$ cat src/rtl/seg_scan_decoder_pkg.sv
// seg_scan_pkg: shared types and constants for the multiplexed seven-segment
// scan decoder. Build option: SEGDEC_TIMEOUT_EN (see seg_scan_decoder.sv).
package seg_scan_pkg;

   // Scan FSM: wait for a single selected digit, let it settle, hold it
   typedef enum logic [1:0] {
      WAIT_SEL = 2'd0,
      SETTLE   = 2'd1,
      LATCHED  = 2'd2
   } scanState_t;

   // Segment patterns ordered {g,f,e,d,c,b,a}, active-high; 6 and 9 carry tails
   localparam logic [6:0] SEG_0     = 7'h3F;
   localparam logic [6:0] SEG_1     = 7'h06;
   localparam logic [6:0] SEG_2     = 7'h5B;
   localparam logic [6:0] SEG_3     = 7'h4F;
   localparam logic [6:0] SEG_4     = 7'h66;
   localparam logic [6:0] SEG_5     = 7'h6D;
   localparam logic [6:0] SEG_6     = 7'h7D;
   localparam logic [6:0] SEG_7     = 7'h07;
   localparam logic [6:0] SEG_8     = 7'h7F;
   localparam logic [6:0] SEG_9     = 7'h6F;
   localparam logic [6:0] SEG_BLANK = 7'h00;

   // Nibble reported for a blank or undecodable digit
   localparam logic [3:0] BCD_INVALID = 4'hF;

   // Number of asserted (low) digit-select lines
   function automatic logic [3:0] countLow(input logic [7:0] cat);
      logic [3:0] cnt;
      cnt = 4'd0;
      for (int i = 0; i < 8; i++) begin
         cnt = cnt + {3'b000, ~cat[i]};
      end
      return cnt;
   endfunction

endpackage

$ cat src/rtl/seg_scan_decoder_if.sv
// seg_scan_decoder_if: display-side bus (digit select and segments) plus the
// decoded frame outputs. The display/driver side is the master, the decoder
// is the slave.
interface seg_scan_decoder_if;

   logic [7:0]  cat;
   logic [6:0]  seg;
   logic [31:0] digits;
   logic [7:0]  blank;
   logic        frame_valid;
   logic        digit_err;
   logic        stale;

   modport master (
      output cat, seg,
      input  digits, blank, frame_valid, digit_err, stale
   );

   modport slave (
      input  cat, seg,
      output digits, blank, frame_valid, digit_err, stale
   );

endinterface

$ cat src/rtl/seg_scan_decoder_seg7.sv
// seg7_to_bcd: combinational seven-segment to BCD decoder. Blank patterns
// report BCD_INVALID with isBlank_o; unknown patterns report BCD_INVALID
// with isIllegal_o.
module seg7_to_bcd
   import seg_scan_pkg::*;
(
   input  logic [6:0] seg_i,
   output logic [3:0] bcd_o,
   output logic       isBlank_o,
   output logic       isIllegal_o
);

   // Pattern lookup; anything not in the table is flagged illegal
   always_comb begin
      bcd_o       = BCD_INVALID;
      isBlank_o   = 1'b0;
      isIllegal_o = 1'b0;
      case (seg_i)
         SEG_0:     bcd_o = 4'd0;
         SEG_1:     bcd_o = 4'd1;
         SEG_2:     bcd_o = 4'd2;
         SEG_3:     bcd_o = 4'd3;
         SEG_4:     bcd_o = 4'd4;
         SEG_5:     bcd_o = 4'd5;
         SEG_6:     bcd_o = 4'd6;
         SEG_7:     bcd_o = 4'd7;
         SEG_8:     bcd_o = 4'd8;
         SEG_9:     bcd_o = 4'd9;
         SEG_BLANK: isBlank_o = 1'b1;
         default:   isIllegal_o = 1'b1;
      endcase
   end

endmodule

$ cat src/rtl/seg_scan_decoder.sv
// seg_scan_decoder: samples a multiplexed 8-digit seven-segment display
// (active-low one-hot digit select), waits for each digit to be stable,
// decodes it into a shadow frame and publishes the frame once all eight
// digits have been seen.
// Build option: SEGDEC_TIMEOUT_EN enables the stale-display timeout;
// without it no timeout counter exists and stale is tied low.
module seg_scan_decoder
   import seg_scan_pkg::*;
#(
   parameter int STABLE_CYC     = 4,
   parameter int TIMEOUT_CYC    = 100000,
   parameter int SEG_ACTIVE_LOW = 0
) (
   input  logic              clk,
   input  logic              rst_n,
   seg_scan_decoder_if.slave bus
);

   localparam int CNT_W = (STABLE_CYC > 1) ? $clog2(STABLE_CYC) : 1;
   localparam logic [CNT_W-1:0] STABLE_MAX = CNT_W'(STABLE_CYC - 1);

   scanState_t  state_q;
   logic [CNT_W-1:0] stableCnt_q;
   logic [7:0]  catHold_q;
   logic [6:0]  segHold_q;
   logic [31:0] shadowDigits_q, shadowDigits_d;
   logic [7:0]  shadowBlank_q, shadowBlank_d;
   logic [7:0]  seen_q, seen_d;
   logic [31:0] digits_q;
   logic [7:0]  blank_q;
   logic        frameValid_q;
   logic        digitErr_q;

   logic [6:0]  segEff;
   logic [3:0]  lowCount;
   logic        inputsSame;
   logic        accept;
   logic [7:0]  acceptMask;
   logic        frameDone;
   logic [3:0]  decBcd;
   logic        decBlank;
   logic        decIllegal;

   assign segEff     = (SEG_ACTIVE_LOW != 0) ? ~bus.seg : bus.seg;
   assign lowCount   = countLow(bus.cat);
   assign inputsSame = (bus.cat == catHold_q) && (segEff == segHold_q);
   assign accept     = (state_q == SETTLE) && inputsSame &&
                       (lowCount == 4'd1) && (stableCnt_q == STABLE_MAX);
   assign acceptMask = accept ? ~catHold_q : 8'h00;
   assign frameDone  = (seen_q == 8'hFF);

   seg7_to_bcd u_seg7 (
      .seg_i       (segHold_q),
      .bcd_o       (decBcd),
      .isBlank_o   (decBlank),
      .isIllegal_o (decIllegal)
   );

   // Shadow frame update: the accepted digit lands in its slot, and seen bits
   // restart after a completed frame while still recording a same-cycle accept
   always_comb begin
      shadowDigits_d = shadowDigits_q;
      shadowBlank_d  = shadowBlank_q;
      seen_d         = (frameDone ? 8'h00 : seen_q) | acceptMask;
      for (int i = 0; i < 8; i++) begin
         if (acceptMask[i]) begin
            shadowDigits_d[4*i +: 4] = decBcd;
            shadowBlank_d[i]         = decBlank;
         end
      end
   end

   // Scan FSM, shadow/frame registers and sticky error flag
   always_ff @(posedge clk) begin
      if (!rst_n) begin
         state_q        <= WAIT_SEL;
         stableCnt_q    <= '0;
         catHold_q      <= 8'hFF;
         segHold_q      <= 7'h00;
         shadowDigits_q <= 32'hFFFF_FFFF;
         shadowBlank_q  <= 8'hFF;
         seen_q         <= 8'h00;
         digits_q       <= 32'hFFFF_FFFF;
         blank_q        <= 8'hFF;
         frameValid_q   <= 1'b0;
         digitErr_q     <= 1'b0;
      end else begin
         shadowDigits_q <= shadowDigits_d;
         shadowBlank_q  <= shadowBlank_d;
         seen_q         <= seen_d;
         frameValid_q   <= frameDone;
         if (frameDone) begin
            digits_q <= shadowDigits_q;
            blank_q  <= shadowBlank_q;
         end
         if (accept && decIllegal) begin
            digitErr_q <= 1'b1;
         end
         case (state_q)
            WAIT_SEL: begin
               if (lowCount == 4'd1) begin
                  state_q     <= SETTLE;
                  stableCnt_q <= '0;
                  catHold_q   <= bus.cat;
                  segHold_q   <= segEff;
               end else if (lowCount > 4'd1) begin
                  digitErr_q <= 1'b1;
               end
            end
            SETTLE: begin
               if (lowCount > 4'd1) begin
                  digitErr_q <= 1'b1;
                  state_q    <= WAIT_SEL;
               end else if (lowCount == 4'd0) begin
                  state_q <= WAIT_SEL;
               end else if (!inputsSame) begin
                  stableCnt_q <= '0;
                  catHold_q   <= bus.cat;
                  segHold_q   <= segEff;
               end else if (accept) begin
                  state_q <= LATCHED;
               end else if (stableCnt_q != STABLE_MAX) begin
                  stableCnt_q <= stableCnt_q + 1'b1;
               end
            end
            LATCHED: begin
               if (bus.cat != catHold_q) begin
                  state_q <= WAIT_SEL;
               end else if (segEff != segHold_q) begin
                  state_q     <= SETTLE;
                  stableCnt_q <= '0;
                  segHold_q   <= segEff;
               end
            end
            default: state_q <= WAIT_SEL;
         endcase
      end
   end

   assign bus.digits      = digits_q;
   assign bus.blank       = blank_q;
   assign bus.frame_valid = frameValid_q;
   assign bus.digit_err   = digitErr_q;

`ifdef SEGDEC_TIMEOUT_EN
   localparam int TO_W = $clog2(TIMEOUT_CYC + 1);
   localparam logic [TO_W-1:0] TO_MAX = TO_W'(TIMEOUT_CYC);

   logic [TO_W-1:0] timeoutCnt_q;
   logic            stale_q;

   // Idle-cycle counter: saturates at the limit and restarts on every accept
   always_ff @(posedge clk) begin
      if (!rst_n) begin
         timeoutCnt_q <= '0;
         stale_q      <= 1'b0;
      end else if (accept) begin
         timeoutCnt_q <= '0;
         stale_q      <= 1'b0;
      end else if (timeoutCnt_q != TO_MAX) begin
         timeoutCnt_q <= timeoutCnt_q + 1'b1;
         if (timeoutCnt_q == TO_MAX - 1'b1) begin
            stale_q <= 1'b1;
         end
      end
   end

   assign bus.stale = stale_q;
`else
   assign bus.stale = 1'b0;
`endif

endmodule

$ cat src/flat_wrapper.sv
// flat-port wrapper written by rule: the top's interface ports become plain ports
module seg_scan_decoder_flat import seg_scan_pkg::*;
#(
   parameter int STABLE_CYC     = 4,
   parameter int TIMEOUT_CYC    = 100000,
   parameter int SEG_ACTIVE_LOW = 0
)
  (clk, rst_n, bus_cat, bus_seg, bus_digits, bus_blank, bus_frame_valid, bus_digit_err, bus_stale);
  seg_scan_decoder_if bus_i ();
  input  logic clk;
  input  logic rst_n;
  input wire logic [$bits(bus_i.cat)-1:0] bus_cat;
  input wire logic [$bits(bus_i.seg)-1:0] bus_seg;
  output wire logic [$bits(bus_i.digits)-1:0] bus_digits;
  output wire logic [$bits(bus_i.blank)-1:0] bus_blank;
  output wire logic [$bits(bus_i.frame_valid)-1:0] bus_frame_valid;
  output wire logic [$bits(bus_i.digit_err)-1:0] bus_digit_err;
  output wire logic [$bits(bus_i.stale)-1:0] bus_stale;
  assign bus_i.cat = bus_cat;
  assign bus_i.seg = bus_seg;
  assign bus_digits = bus_i.digits;
  assign bus_blank = bus_i.blank;
  assign bus_frame_valid = bus_i.frame_valid;
  assign bus_digit_err = bus_i.digit_err;
  assign bus_stale = bus_i.stale;
  seg_scan_decoder #(.STABLE_CYC(STABLE_CYC), .TIMEOUT_CYC(TIMEOUT_CYC), .SEG_ACTIVE_LOW(SEG_ACTIVE_LOW)) u_core (.clk(clk), .rst_n(rst_n), .bus(bus_i));
endmodule
$ cat config.mk
export PLATFORM = sky130hd
export DESIGN_NAME = seg_scan_decoder_flat
export DESIGN_NICKNAME = d
export VERILOG_FILES = /design/src/rtl/seg_scan_decoder_pkg.sv /design/src/rtl/seg_scan_decoder_if.sv /design/src/rtl/seg_scan_decoder_seg7.sv /design/src/rtl/seg_scan_decoder.sv /design/src/flat_wrapper.sv
export SDC_FILE = /design/constraint.sdc
export NUM_CORES = 1
export LEC_CHECK = 0
export CAP_MARGIN = 5
export CORE_ASPECT_RATIO = 0.6
export CORE_UTILIZATION = 55
export CTS_CLUSTER_DIAMETER = 120
export DETAILED_ROUTE_END_ITERATION = 8
export GPL_TIMING_DRIVEN = 0
export PLACE_DENSITY = 0.79
export SLEW_MARGIN = 30
export SYNTH_ARGS = -nofsm -noshare
export SYNTH_HDL_FRONTEND = slang
export SYNTH_SLANG_ARGS = --single-unit
$ cat constraint.sdc
create_clock -name clk -period 4.95 [get_ports clk]
set_input_delay 0.495 -clock clk [delete_from_list [all_inputs] [get_ports clk]]
set_output_delay 0.495 -clock clk [all_outputs]
set_load 0.02 [all_outputs]
# Word-level counts from Yosys, hierarchy flattened
# Cells that the tools add are included.
# word_totals
input_bits,17
output_inout_bits,43
register_bits,109
word_cells,128
# op_classes
bitwise_logic,10
mux,38
n_reduce_logical,15
add_sub_neg,8
n_lt_le_gt_ge,1
eq_ne,31
# ops
cell,count
"7-bit equality test, second input constant",7
8-bit two-way mux,6
7-bit two-way mux,6
4-bit one-hot mux with 10 select lines,1
2-bit two-way mux,15
4-bit by 1-bit adder with 4-bit output,6
7-bit one-hot mux with 3 select lines,1
8-bit one-hot mux with 2 select lines,1
"7-bit by 3-bit equality test with 1-bit output, second input constant",2
2-bit one-hot mux with 3 select lines,2
11-bit OR reduction,1
"2-bit inequality test, second input constant",5
8-bit equality test,1
"8-bit equality test, second input constant",1
"4-bit by 3-bit inequality test with 1-bit output, second input constant",2
8-bit inequality test,1
1-bit inverter,8
8-bit inverter,1
8-bit OR,1
8-bit AND reduction,1
"7-bit by 6-bit equality test with 1-bit output, second input constant",1
7-bit equality test,1
7-bit zero test,1
7-bit inequality test,1
19 further kinds,30

# Depth between registers and ports, before layout
# Gate-level depths: netlist of the first run.
# depth
word_depth,16
mapped_depth,13
mapped_depth_nobuf,12

# Modules after synthesis
# A second synthesis of the first run with hierarchy kept.
# unflattened
hier_cells,529
area_unflattened_um2,4757.1
# modules_own_cells
mod,instances,cells_per_inst,area_each_um2,seq_area_each_um2
seg_scan_decoder,1,480,4434.3,2182.1
seg7_to_bcd,1,49,322.8,0.0

# Least setup slack after synthesis of the first run
# Ideal clock, no wire load.
# synth_path
path_kind,input -> register
from,input port bus_cat[0]
to,register u_core.shadowDigits_q[16]
t_arrival_ns,4.111
path_slack_ns,0.716
stages,12
path_buffers,1
setup_time_ns,0.123
path_cell_list,inv_1 > ha_1 > fa_1 > fa_1 > fa_1 > fa_1 > nand2b_1 > or4_1 > buf_2 > nor2_1 > nand4_1 > o32a_2
# synth_via
elab_chain_len,12
word_cells_on_any_way,15
# synth_rtl
item,line_no,text
"start, declared",flat_wrapper.sv:12,input wire logic [$bits(bus_i.cat)-1:0] bus_cat;
1-bit inverter,seg_scan_decoder_pkg.sv:33,"cnt = cnt + {3'b000, ~cat[i]};"
1-bit by 1-bit adder with 2-bit output,seg_scan_decoder_pkg.sv:33,
4-bit by 1-bit adder with 4-bit output (6 in a row),seg_scan_decoder_pkg.sv:33,
4-bit by 1-bit equality test with 1-bit output,seg_scan_decoder.sv:48,(lowCount == 4'd1) && (stableCnt_q == STABLE_MAX);
1-bit logical AND *,seg_scan_decoder.sv:47,assign accept = (state_q == SETTLE) && inputsSame &&
1-bit logical AND *,seg_scan_decoder.sv:48,
8-bit two-way mux *,seg_scan_decoder.sv:49,assign acceptMask = accept ? ~catHold_q : 8'h00;
"end signal, assigned",seg_scan_decoder.sv:88,shadowDigits_q <= shadowDigits_d;
"end, declared",seg_scan_decoder.sv:26,"logic [31:0] shadowDigits_q, shadowDigits_d;"
# Mark *: on every way between the ends. The rest lies on a longest branch, timed or not.
# A chain may end at the register's enable or synchronous reset.

# Final worst setup path of the first run
# layout_path
from,input port bus_cat[0]
to,register u_core.shadowBlank_q[7]
# layout_via
elab_chain_len,12
word_cells_on_any_way,15
# layout_rtl
item,line_no,text
1-bit inverter,seg_scan_decoder_pkg.sv:33,
1-bit by 1-bit adder with 2-bit output,seg_scan_decoder_pkg.sv:33,
4-bit by 1-bit adder with 4-bit output (6 in a row),seg_scan_decoder_pkg.sv:33,
4-bit by 1-bit equality test with 1-bit output,seg_scan_decoder.sv:48,
1-bit logical AND *,seg_scan_decoder.sv:47,
1-bit logical AND *,seg_scan_decoder.sv:48,
8-bit two-way mux *,seg_scan_decoder.sv:49,
"end signal, assigned",seg_scan_decoder.sv:89,shadowBlank_q <= shadowBlank_d;
"end, declared",seg_scan_decoder.sv:27,"logic [7:0] shadowBlank_q, shadowBlank_d;"
# Marks and branches as above.

==> flow_metrics.py, run 1 <==
metrics = {
    "power_and_ir_drop": {
        "leakagePower_nw": 2.420,
        "vdd.ir_drop.worst_mv": 0.2100,
        "p_per_area_nw_per_um2": 342.6,
    },
    "final_layout": {
        "multi_input_comb_area_um2": 2251,
        "num_antenna_cells": 0,
        "seq_area_um2": 2182,
        "final_common_cell": "nand2_1",
        "drive_gt1_share_pct": 9.076,
        "syn_to_final_growth_pct": 24.68,
        "finalNetCount": 615,
        "mostFrequentLayoutCells": "nand2_1 (142), dfxtp_1 (109), clkdlybuf4s50_1 (57)",
        "fin_cells": 703,
        "fillerInstances": 630,
    },
    "hold_path": {
        "min_to": "u_core.bus.digits[22]$_SDFFE_PN1P_",
        "hold_path_startpoint": "u_core.shadowDigits_q[22]$_SDFFE_PN1P_",
        "hold_path_class": "reg2reg",
        "min_path_cells": 2,
    },
    "yosys": {
        "syn_area_um2": 4638,
        "synth.avg_cell_area_um2": 9.077,
        "synth_fp_nets": 536,
        "ys.warnings.count": 0,
        "synth_cells": 511,
        "ys_ff_latch": 109,
        "ys_seq_area_share_pct": 47.05,
        "yosysUniqueCellTypes": 51,
    },
    "die": {
        "die_h_um": 73.13,
        "fp.dieArea_um2": 8816,
        "rows": 25,
        "core_um2": 8008,
        "die_x_um": 120.6,
        "io_pins": 60,
        "initial_core_util_pct": 57.92,
    },
    "grt": {
        "grt_start_max_net_pins": 18,
        "grt_usage_pct": 26.83,
        "overflow": 0,
        "antenna_found_initial": 0,
        "grt_pass1_wl_mm": 18.00,
        "first_global_vias": 3616,
    },
    "timing": {
        "clock.fmax_ghz": 0.2075,
        "setup_viol": 0,
        "tightestPinTransition_ns": 0.8571,
        "skew_ns": 0.006071,
        "period_minus_slack_ns": 4.819,
        "tns_ns": 0,
        "hold_viol": 0,
        "setup_ws_ns": 0.1309,
        "slew_headroom_pct": 42.61,
        "slew_violations": 0,
        "fin_crit_sh_pct": 97.36,
    },
    "worst_setup_path": {
        "arrival_ns": 5.03,
        "reg2reg_from": "u_core.segHold_q[6]$_SDFFE_PN0P_",
        "critical_path_class": "in2reg",
        "critPathRequiredTime_ns": 5.16,
        "reg2reg_to": "u_core.shadowDigits_q[25]$_SDFFE_PN1P_",
        "crit_top_cell": "fa_1",
        "worstSetupStartpointType": "input pin",
        "reg2reg_slack_ns": 2.52,
        "cpLargestDelayFamily": "adder cells",
        "crit_path_end_kind": "register",
        "path_cells": "clkdlybuf4s50_1, inv_1, ha_1, fa_1, fa_1, fa_1, fa_1, nand2b_1, or4_1, buf_2, nor3_4, buf_12, mux2i_1, nand2_1",
        "cp.buffers_inverters": 4,
        "critPathSlowestCell": "fa_1",
        "max_stage_delay_ns": 0.55,
        "reg2reg_depth": 10,
        "cp_max_fo": 10,
    },
    "placed_design": {
        "port_buffers": 57,
        "gp_congestion": 0.8326,
        "hpwl_mm": 8.122,
        "dp.cells": 677,
        "dpl_worst_slack_ns": -0.2310,
    },
    "detailed_routing": {
        "post-route-drc-count": 0,
        "first_iter_violations": 322,
        "viasPerCell": 5.462,
        "num_vias": 3840,
        "totalWireLength_mm": 11.41,
        "drt_first_pass_iters": 5,
        "ant_nets": 0,
        "avgRoutedWirePerCell_um": 16.22,
    },
    "clock_tree": {
        "clock_latency_ns": 0.34,
        "tritoncts": "yes",
        "clk_pin_slew_ns": 0.07,
        "cts.sinks": 109,
        "cts_buffers": 9,
        "cts_resized": 0,
        "htreeDepth": 3,
        "cts_max_path_buffers": 2,
        "clock-root-buffer": "clkbuf_16",
    },
    "run": {
        "drv_cap": 0,
    },
    "status": {
        "status": "completed",
    },
}
-- kinds of logic (layout without fill, tap and decap cells) --
family / Yosys count / count (layout) / synth area share (%)
AND/OR/NAND/NOR: 243 / 243 / 25.28
flip-flops: 109 / 109 / 47.05
multiplexers: 49 / 49 / 10.57
buffers and inverters: 46 / 130 / 4.559
AO/OA/AOI/OAI: 39 / 39 / 6.474
XOR/XNOR: 16 / 16 / 3.183
adder cells (fa/ha/maj): 8 / 8 / 2.806
other: 1 / 1 / 0.08085
-- metrics by stage --
stage / hold slack (ns) / utilization (%) / instance area (um^2) / power (mW)
2_1_floorplan: 0.4398 / - / 4638 / 1.212
3_3_place_gp: 0.4518 / 66.73 / 5344 / 1.293
3_5_place_dp: 0.4578 / 66.88 / 5355 / 1.318
4_1_cts: 0.4687 / 70.34 / 5633 / 1.974
5_1_grt: 0.4873 / 72.22 / 5783 / 2.060
6_report: 0.4698 / 72.22 / 5783 / 1.981
-- cells in the mapped netlist (all sizes together) --
library cell | count | area [um^2]
nand2 | 142 | 533.0
dfxtp | 109 | 2182
mux2i | 49 | 490.5
nand3 | 42 | 210.2
clkbuf | 27 | 101.4
nor2 | 21 | 78.83
nor3 | 12 | 150.1
a21oi | 11 | 55.05
inv | 11 | 41.29
xnor2 | 9 | 78.83
buf | 8 | 68.81
o32a | 8 | 86.33
xor2 | 7 | 68.82
nand4 | 6 | 37.54
o21ai | 5 | 25.02
fa | 4 | 80.08
ha | 4 | 50.05
and2 | 3 | 20.02
nor3b | 3 | 22.52
or4 | 3 | 22.52
a31oi | 2 | 12.51
nand2b | 2 | 12.51
nor4 | 2 | 27.53
o211ai | 2 | 15.01
o21a | 2 | 15.01
o221ai | 2 | 17.52
a211o | 1 | 8.760
a211oi | 1 | 7.510
a21boi | 1 | 7.510
a21o | 1 | 7.510
a2bb2oi | 1 | 26.28
and3 | 1 | 7.510
and4 | 1 | 8.760
and4b | 1 | 10.01
conb | 1 | 3.750
nand3b | 1 | 7.510
nand4bb | 1 | 11.26
nor2b | 1 | 6.260
o211a | 1 | 10.01
o22ai | 1 | 6.260
or2 | 1 | 6.260
-- where the power goes --
part           internal [mW]  switching (mW)
clock                  0.353           0.320
sequential             0.904          0.0331
combinational          0.152           0.219
-- sequential cells by signal, summed over array words and instances, names as in the netlist --
signal and cells:
u_core.stableCnt_q 2, u_core.bus.blank 8, u_core.shadowBlank_q 8, u_core.bus.digit_err 1
u_core.shadowDigits_q 32, u_core.segHold_q 7, u_core.bus.digits 32, u_core.state_q 2
u_core.seen_q 8, u_core.catHold_q 8, u_core.bus.frame_valid 1
-- worst max-delay path by stage --
stage | end | from | cells past startpoint | slack, ns
finish | u_core.shadowBlank_q[7]$_SDFFE_PN1P_ | bus_cat[0] | 14 | 0.13
global route | u_core.shadowBlank_q[7]$_SDFFE_PN1P_ | bus_cat[0] | 14 | -0.03
CTS | u_core.shadowDigits_q[25]$_SDFFE_PN1P_ | bus_cat[0] | 13 | 0.12
detailed placement | u_core.shadowDigits_q[18]$_SDFFE_PN1P_ | bus_cat[0] | 13 | -0.23
global placement | u_core.shadowDigits_q[22]$_SDFFE_PN1P_ | bus_cat[0] | 13 | -0.16
floorplan | u_core.shadowDigits_q[16]$_SDFFE_PN1P_ | bus_cat[0] | 12 | 0.72
-- tightest hold or removal path: stages, from the launching register on --
cell and delay, ns:
dfxtp_1 0.31, nand2_1 0.05, nand3_1 0.06
-- layout make-up --
type                            instances  share of cell area [%]
Inverter                               11                  0.7140
Clock inverter                          6                  0.6707
Multi-Input combinational cell        356                   38.92
Clock buffer                           10                   4.132
Timing Repair Buffer                   68                   12.55
Tap cell                              108                   2.337
Buffer                                 35                   2.942
Sequential cell                       109                   37.73
-- layer usage --
metal | vias up | track usage (%) | part of all wire [%]
met4 | 0 | 7.682 | 1.4
met3 | 20 | 8.047 | 7.3
met1 | 1798 | 36.75 | 47
li1 | 1872 | - | -
met5 | - | 0 | 0
met2 | 150 | 41.19 | 44
-- timing repair --
action,4_1_cts,5_1_grt
endpoints found under the setup margin,0,32
hold buffers,0,0
buffers inserted,0,10
(Power assumes the default switching activity.)
==> run 2: changes to the inputs <==
--- a/config.mk
+++ b/config.mk
@@ -16,3 +16,4 @@
 export SYNTH_ARGS = -nofsm -noshare
 export SYNTH_HDL_FRONTEND = slang
 export SYNTH_SLANG_ARGS = --single-unit
+export TNS_END_PERCENT = 5
==> flow_metrics.py, run 2 (synthesis results as in run 1) <==
metrics = {
    "grt": {
        "first_global_vias": 3616,
        "grt_pass1_wl_mm": 18.00,
        "antenna_found_initial": 0,
        "overflow": 0,
        "grt_start_max_net_pins": 18,
        "grt_usage_pct": 26.83,
    },
    "clock_tree": {
        "cts.sinks": 109,
        "clock-root-buffer": "clkbuf_16",
        "htreeDepth": 3,
        "clk_pin_slew_ns": 0.07,
        "cts_max_path_buffers": 2,
        "tritoncts": "yes",
        "clock_latency_ns": 0.34,
        "cts_buffers": 9,
    },
    "final_layout": {
        "fillerInstances": 649,
        "num_antenna_cells": 0,
        "drive_gt1_share_pct": 7.679,
        "syn_to_final_growth_pct": 21.93,
        "stdcell_area_um2": 5655,
        "finalNetCount": 606,
        "utilization_pct": 70.63,
        "mostFrequentLayoutCells": "nand2_1 (142), dfxtp_1 (109), clkdlybuf4s50_1 (57)",
        "fin_cells": 694,
        "final_common_cell": "nand2_1",
    },
    "worst_setup_path": {
        "critPathRequiredTime_ns": 5.16,
        "reg2reg_from": "u_core.segHold_q[6]$_SDFFE_PN0P_",
        "critPathSlowestCell": "fa_1",
        "reg2reg_to": "u_core.shadowDigits_q[25]$_SDFFE_PN1P_",
        "reg2reg_depth": 9,
        "reg2reg_slack_ns": 2.44,
        "cp_max_fo": 10,
        "crit_path_end_kind": "register",
        "worstSetupStartpointType": "input pin",
        "path_cells": "clkdlybuf4s50_1, inv_1, ha_1, fa_1, fa_1, fa_1, fa_1, nand2b_1, or4_1, buf_4, nor3_4, mux2i_1, nand2_1",
        "arrival_ns": 5.00,
        "crit_top_cell": "fa_1",
        "max_stage_delay_ns": 0.55,
        "critical_path_class": "in2reg",
    },
    "status": {
        "status": "completed",
    },
    "placed_design": {
        "place_area_um2": 5355,
        "dp.cells": 677,
        "dpl_worst_slack_ns": -0.2310,
        "gp_congestion": 0.8326,
        "hpwl_mm": 8.122,
        "port_buffers": 57,
    },
    "run": {
        "drv_cap": 0,
    },
    "timing": {
        "slew_headroom_pct": 43.75,
        "setup_viol": 0,
        "skew_ns": 0.005407,
        "slew_violations": 0,
        "rsz0062_at_grt": "yes",
        "worst_hold_slack_ns": 0.4697,
        "tightestPinTransition_ns": 0.8400,
        "tns_ns": 0,
        "hold_viol": 0,
        "fin_crit_sh_pct": 96.74,
        "period_minus_slack_ns": 4.788,
        "clock.fmax_ghz": 0.2088,
        "setup_ws_ns": 0.1615,
    },
    "power_and_ir_drop": {
        "p_switching_mw": 0.5648,
        "netSwitchingFraction_pct": 28.61,
        "pwr-share-clk_pct": 33.9,
        "pwr-share-seq_pct": 47.5,
        "p_per_area_nw_per_um2": 349.1,
        "leakagePower_nw": 2.361,
        "finalPower_mw": 1.974,
        "p_comb_share_pct": 18.6,
        "vdd.ir_drop.worst_mv": 0.2097,
        "internal_power_mw": 1.409,
    },
    "die": {
        "initial_core_util_pct": 57.92,
        "core_um2": 8008,
        "rows": 25,
        "io_pins": 60,
        "fp.dieArea_um2": 8816,
        "die_h_um": 73.13,
        "die_x_um": 120.6,
    },
    "detailed_routing": {
        "avgRoutedWirePerCell_um": 16.05,
        "num_vias": 3782,
        "ant_nets": 0,
        "drt_first_pass_iters": 5,
        "post-route-drc-count": 0,
        "totalWireLength_mm": 11.14,
        "first_iter_violations": 274,
        "viasPerCell": 5.450,
    },
    "hold_path": {
        "min_to": "u_core.bus.digits[22]$_SDFFE_PN1P_",
        "hold_path_startpoint": "u_core.shadowDigits_q[22]$_SDFFE_PN1P_",
        "hold_path_class": "reg2reg",
        "min_path_cells": 2,
    },
}
run 2: metal layers:
| metal | routed length [um] | part of all wire (%) | GRT usage, % | up-vias |
|---|---|---|---|---|
| li1 | - | - | - | 1853 |
| met1 | 5181 | 47 | 36.75 | 1767 |
| met2 | 4874 | 44 | 41.19 | 143 |
| met3 | 910 | 8.2 | 8.047 | 19 |
| met4 | 170 | 1.5 | 7.682 | 0 |
| met5 | 0 | 0 | 0 | - |
run 2: worst max-delay path by stage:
| stage | start | end | cells after the start |
|---|---|---|---|
| after global placement | bus_cat[0] | u_core.shadowDigits_q[22]$_SDFFE_PN1P_ | 13 |
| after detailed placement | bus_cat[0] | u_core.shadowDigits_q[18]$_SDFFE_PN1P_ | 13 |
| after global routing | bus_cat[0] | u_core.shadowDigits_q[16]$_SDFFE_PN1P_ | 13 |
| final | bus_cat[0] | u_core.shadowDigits_q[25]$_SDFFE_PN1P_ | 13 |
| after floorplan | bus_cat[0] | u_core.shadowDigits_q[16]$_SDFFE_PN1P_ | 12 |
| after CTS | bus_cat[0] | u_core.shadowDigits_q[25]$_SDFFE_PN1P_ | 13 |
run 2: power groups by stage:
stage	Combinational [mW]	Clock [mW]	Sequential (mW)
finish	0.368	0.670	0.937
global route	0.402	0.716	0.940
CTS	0.364	0.674	0.936
detailed placement	0.362	0	0.956
global placement	0.338	0	0.954
floorplan	0.262	0	0.950
run 2: area by class of cell:
cell class                 instances  area [um^2]  area share (%)
inverter                          11        41.29          0.7301
clock buffer                      10        239.0           4.226
buffer                            35        172.7           3.053
timing repair buffer              59        595.6           10.53
multi-input combinational        356         2251           39.80
sequential                       109         2182           38.58
tap                              108        135.1           2.389
clock inverter                     6        38.79          0.6858
run 2: what timing repair did:
| item | CTS | global route |
|---|---|---|
| hold endpoints to repair | 0 | 0 |
| setup endpoints to repair | 0 | 32 |
| resized for setup | 0 | 2 |
| hold buffers | 0 | 0 |
| setup buffers | 0 | 1 |
run 2: worst max-delay path: cells and delay by family:
kind	cells	cell delay, ns
adder cells (fa/ha/maj)	5	2.21
buffers and inverters	3	0.84
multiplexers	1	0.25
AND/OR/NAND/NOR	4	1.20
==> run 3: changes to the inputs <==
--- a/config.mk
+++ b/config.mk
@@ -11,7 +11,7 @@
 export CTS_CLUSTER_DIAMETER = 120
 export DETAILED_ROUTE_END_ITERATION = 8
 export GPL_TIMING_DRIVEN = 0
-export PLACE_DENSITY = 0.79
+export PLACE_DENSITY = 0.76
 export SLEW_MARGIN = 30
 export SYNTH_ARGS = -nofsm -noshare
 export SYNTH_HDL_FRONTEND = slang
==> flow_metrics.py, run 3 (synthesis results as in run 1) <==
metrics = {
    "status": {
        "status": "completed",
    },
    "detailed_routing": {
        "totalWireLength_mm": 11.34,
        "avgRoutedWirePerCell_um": 16.34,
        "drt_first_pass_iters": 5,
        "post-route-drc-count": 0,
        "num_vias": 3903,
        "first_iter_violations": 319,
        "viasPerCell": 5.624,
        "ant_nets": 0,
    },
    "timing": {
        "fin_crit_sh_pct": 95.59,
        "tns_ns": 0,
        "worst_hold_slack_ns": 0.4669,
        "period_minus_slack_ns": 4.732,
        "slew_violations": 0,
        "slew_headroom_pct": 36.83,
        "skew_ns": 0.008746,
        "rsz0062_at_grt": "no",
        "setup_ws_ns": 0.2182,
        "clock.fmax_ghz": 0.2113,
        "tightestPinTransition_ns": 0.9434,
        "hold_viol": 0,
        "setup_viol": 0,
    },
    "placed_design": {
        "dp.cells": 677,
        "place_area_um2": 5355,
        "hpwl_mm": 8.263,
        "gp_congestion": 0.8430,
        "dpl_worst_slack_ns": -0.2793,
        "port_buffers": 57,
    },
    "clock_tree": {
        "htreeDepth": 3,
        "clk_pin_slew_ns": 0.07,
        "cts_buffers": 9,
        "cts_max_path_buffers": 2,
        "clock-root-buffer": "clkbuf_16",
        "cts_hold_buf": 0,
        "tritoncts": "yes",
        "cts.sinks": 109,
        "clock_latency_ns": 0.34,
    },
    "worst_setup_path": {
        "path_cells": "clkdlybuf4s50_1, inv_1, ha_1, fa_1, fa_1, fa_2, fa_1, nand2b_1, or4_1, buf_6, nor3_4, mux2i_1, nand2_1",
        "cp.buffers_inverters": 3,
        "crit_top_cell": "fa_1",
        "critical_path_class": "in2reg",
        "arrival_ns": 4.93,
        "crit_path_end_kind": "register",
        "critPathSlowestCell": "clkdlybuf4s50_1",
        "cp_max_fo": 10,
        "reg2reg_slack_ns": 2.34,
        "cpLargestDelayFamily": "adder cells",
        "worstSetupStartpointType": "input pin",
        "max_stage_delay_ns": 0.55,
        "critPathRequiredTime_ns": 5.15,
    },
    "grt": {
        "grt_start_max_net_pins": 19,
        "grt_usage_pct": 26.89,
        "grt_pass1_wl_mm": 18.22,
        "overflow": 0,
        "first_global_vias": 3595,
        "antenna_found_initial": 0,
    },
    "final_layout": {
        "finalNetCount": 606,
        "mostFrequentLayoutCells": "nand2_1 (142), dfxtp_1 (109), clkdlybuf4s50_1 (57)",
        "drive_gt1_share_pct": 7.850,
        "final_common_cell": "nand2_1",
        "num_antenna_cells": 0,
        "utilization_pct": 71.23,
        "stdcell_area_um2": 5704,
        "syn_to_final_growth_pct": 22.98,
        "fin_cells": 694,
    },
    "die": {
        "io_pins": 60,
        "initial_core_util_pct": 57.92,
        "die_x_um": 120.6,
        "fp.dieArea_um2": 8816,
        "core_um2": 8008,
        "rows": 25,
        "die_h_um": 73.13,
    },
    "power_and_ir_drop": {
        "leakagePower_nw": 2.383,
        "finalPower_mw": 2.098,
        "vdd.ir_drop.worst_mv": 0.1859,
        "p_per_area_nw_per_um2": 367.7,
    },
    "hold_path": {
        "hold_path_class": "reg2reg",
    },
    "run": {
        "drv_cap": 0,
    },
}
[run 3: cell types whose count changed in the layout (fill, tap and decap cells not counted)]
cell	previous run	this run
bufinv_16	0	2
clkinv_2	3	0
fa_1	4	3
clkinvlp_4	2	1
buf_12	2	1
buf_6	2	3
fa_2	0	1
inv_6	0	2
[run 3: what timing repair did]
action                                 in CTS  in global routing
endpoints found under the hold margin       0                  0
resized for setup                           0                  4
setup endpoints to repair                   0                 36
buffers inserted                            0                  1
[run 3: layout make-up]
| class | count | area [um^2] |
|---|---|---|
| flip-flops and latches | 109 | 2182 |
| fillers | 636 | 2303 |
| well taps | 108 | 135.1 |
| multi-input cells | 356 | 2253 |
| repair buffers | 59 | 583.1 |
| clock buffers | 10 | 239.0 |
| plain buffers | 35 | 176.4 |
| clock inverters | 6 | 93.84 |
| inverters | 11 | 41.29 |
[run 3: worst reg2reg max path, delay by kind of cell, from the launching register on]
kind,cells,cell delay (ns)
muxes,1,0.25
buffers and inverters,3,0.69
DFF,1,0.30
xor gates and xnor gates,1,0.13
and+or+nand+nor,4,1.11
[run 3: where the power goes]
| group | total [mW] | switching (mW) | internal [mW] |
|---|---|---|---|
| Clock | 0.788 | 0.326 | 0.462 |
| Combinational | 0.373 | 0.221 | 0.152 |
| Sequential | 0.936 | 0.0320 | 0.904 |
[run 3: worst paths after layout]
kind / from / endpoint / cells after the start
setup / recovery: bus_cat[0] / u_core.shadowDigits_q[23]$_SDFFE_PN1P_ / 13
hold / removal: u_core.bus.digits[2]$_SDFFE_PN1P_ / u_core.bus.digits[2]$_SDFFE_PN1P_ / 2
hold reg to reg: u_core.bus.digits[2]$_SDFFE_PN1P_ / u_core.bus.digits[2]$_SDFFE_PN1P_ / 2
setup reg to reg: u_core.segHold_q[6]$_SDFFE_PN0P_ / u_core.shadowDigits_q[23]$_SDFFE_PN1P_ / 9
[run 3: metal layers]
metal | global-route usage [%] | wire, um | up-vias | share of wire (%)
met5 | 0 | 0 | - | 0
met4 | 6.173 | 108 | 0 | 0.95
met3 | 5.313 | 846 | 14 | 7.5
met2 | 41.57 | 4899 | 165 | 43
met1 | 38.92 | 5486 | 1867 | 48
li1 | - | - | 1857 | -
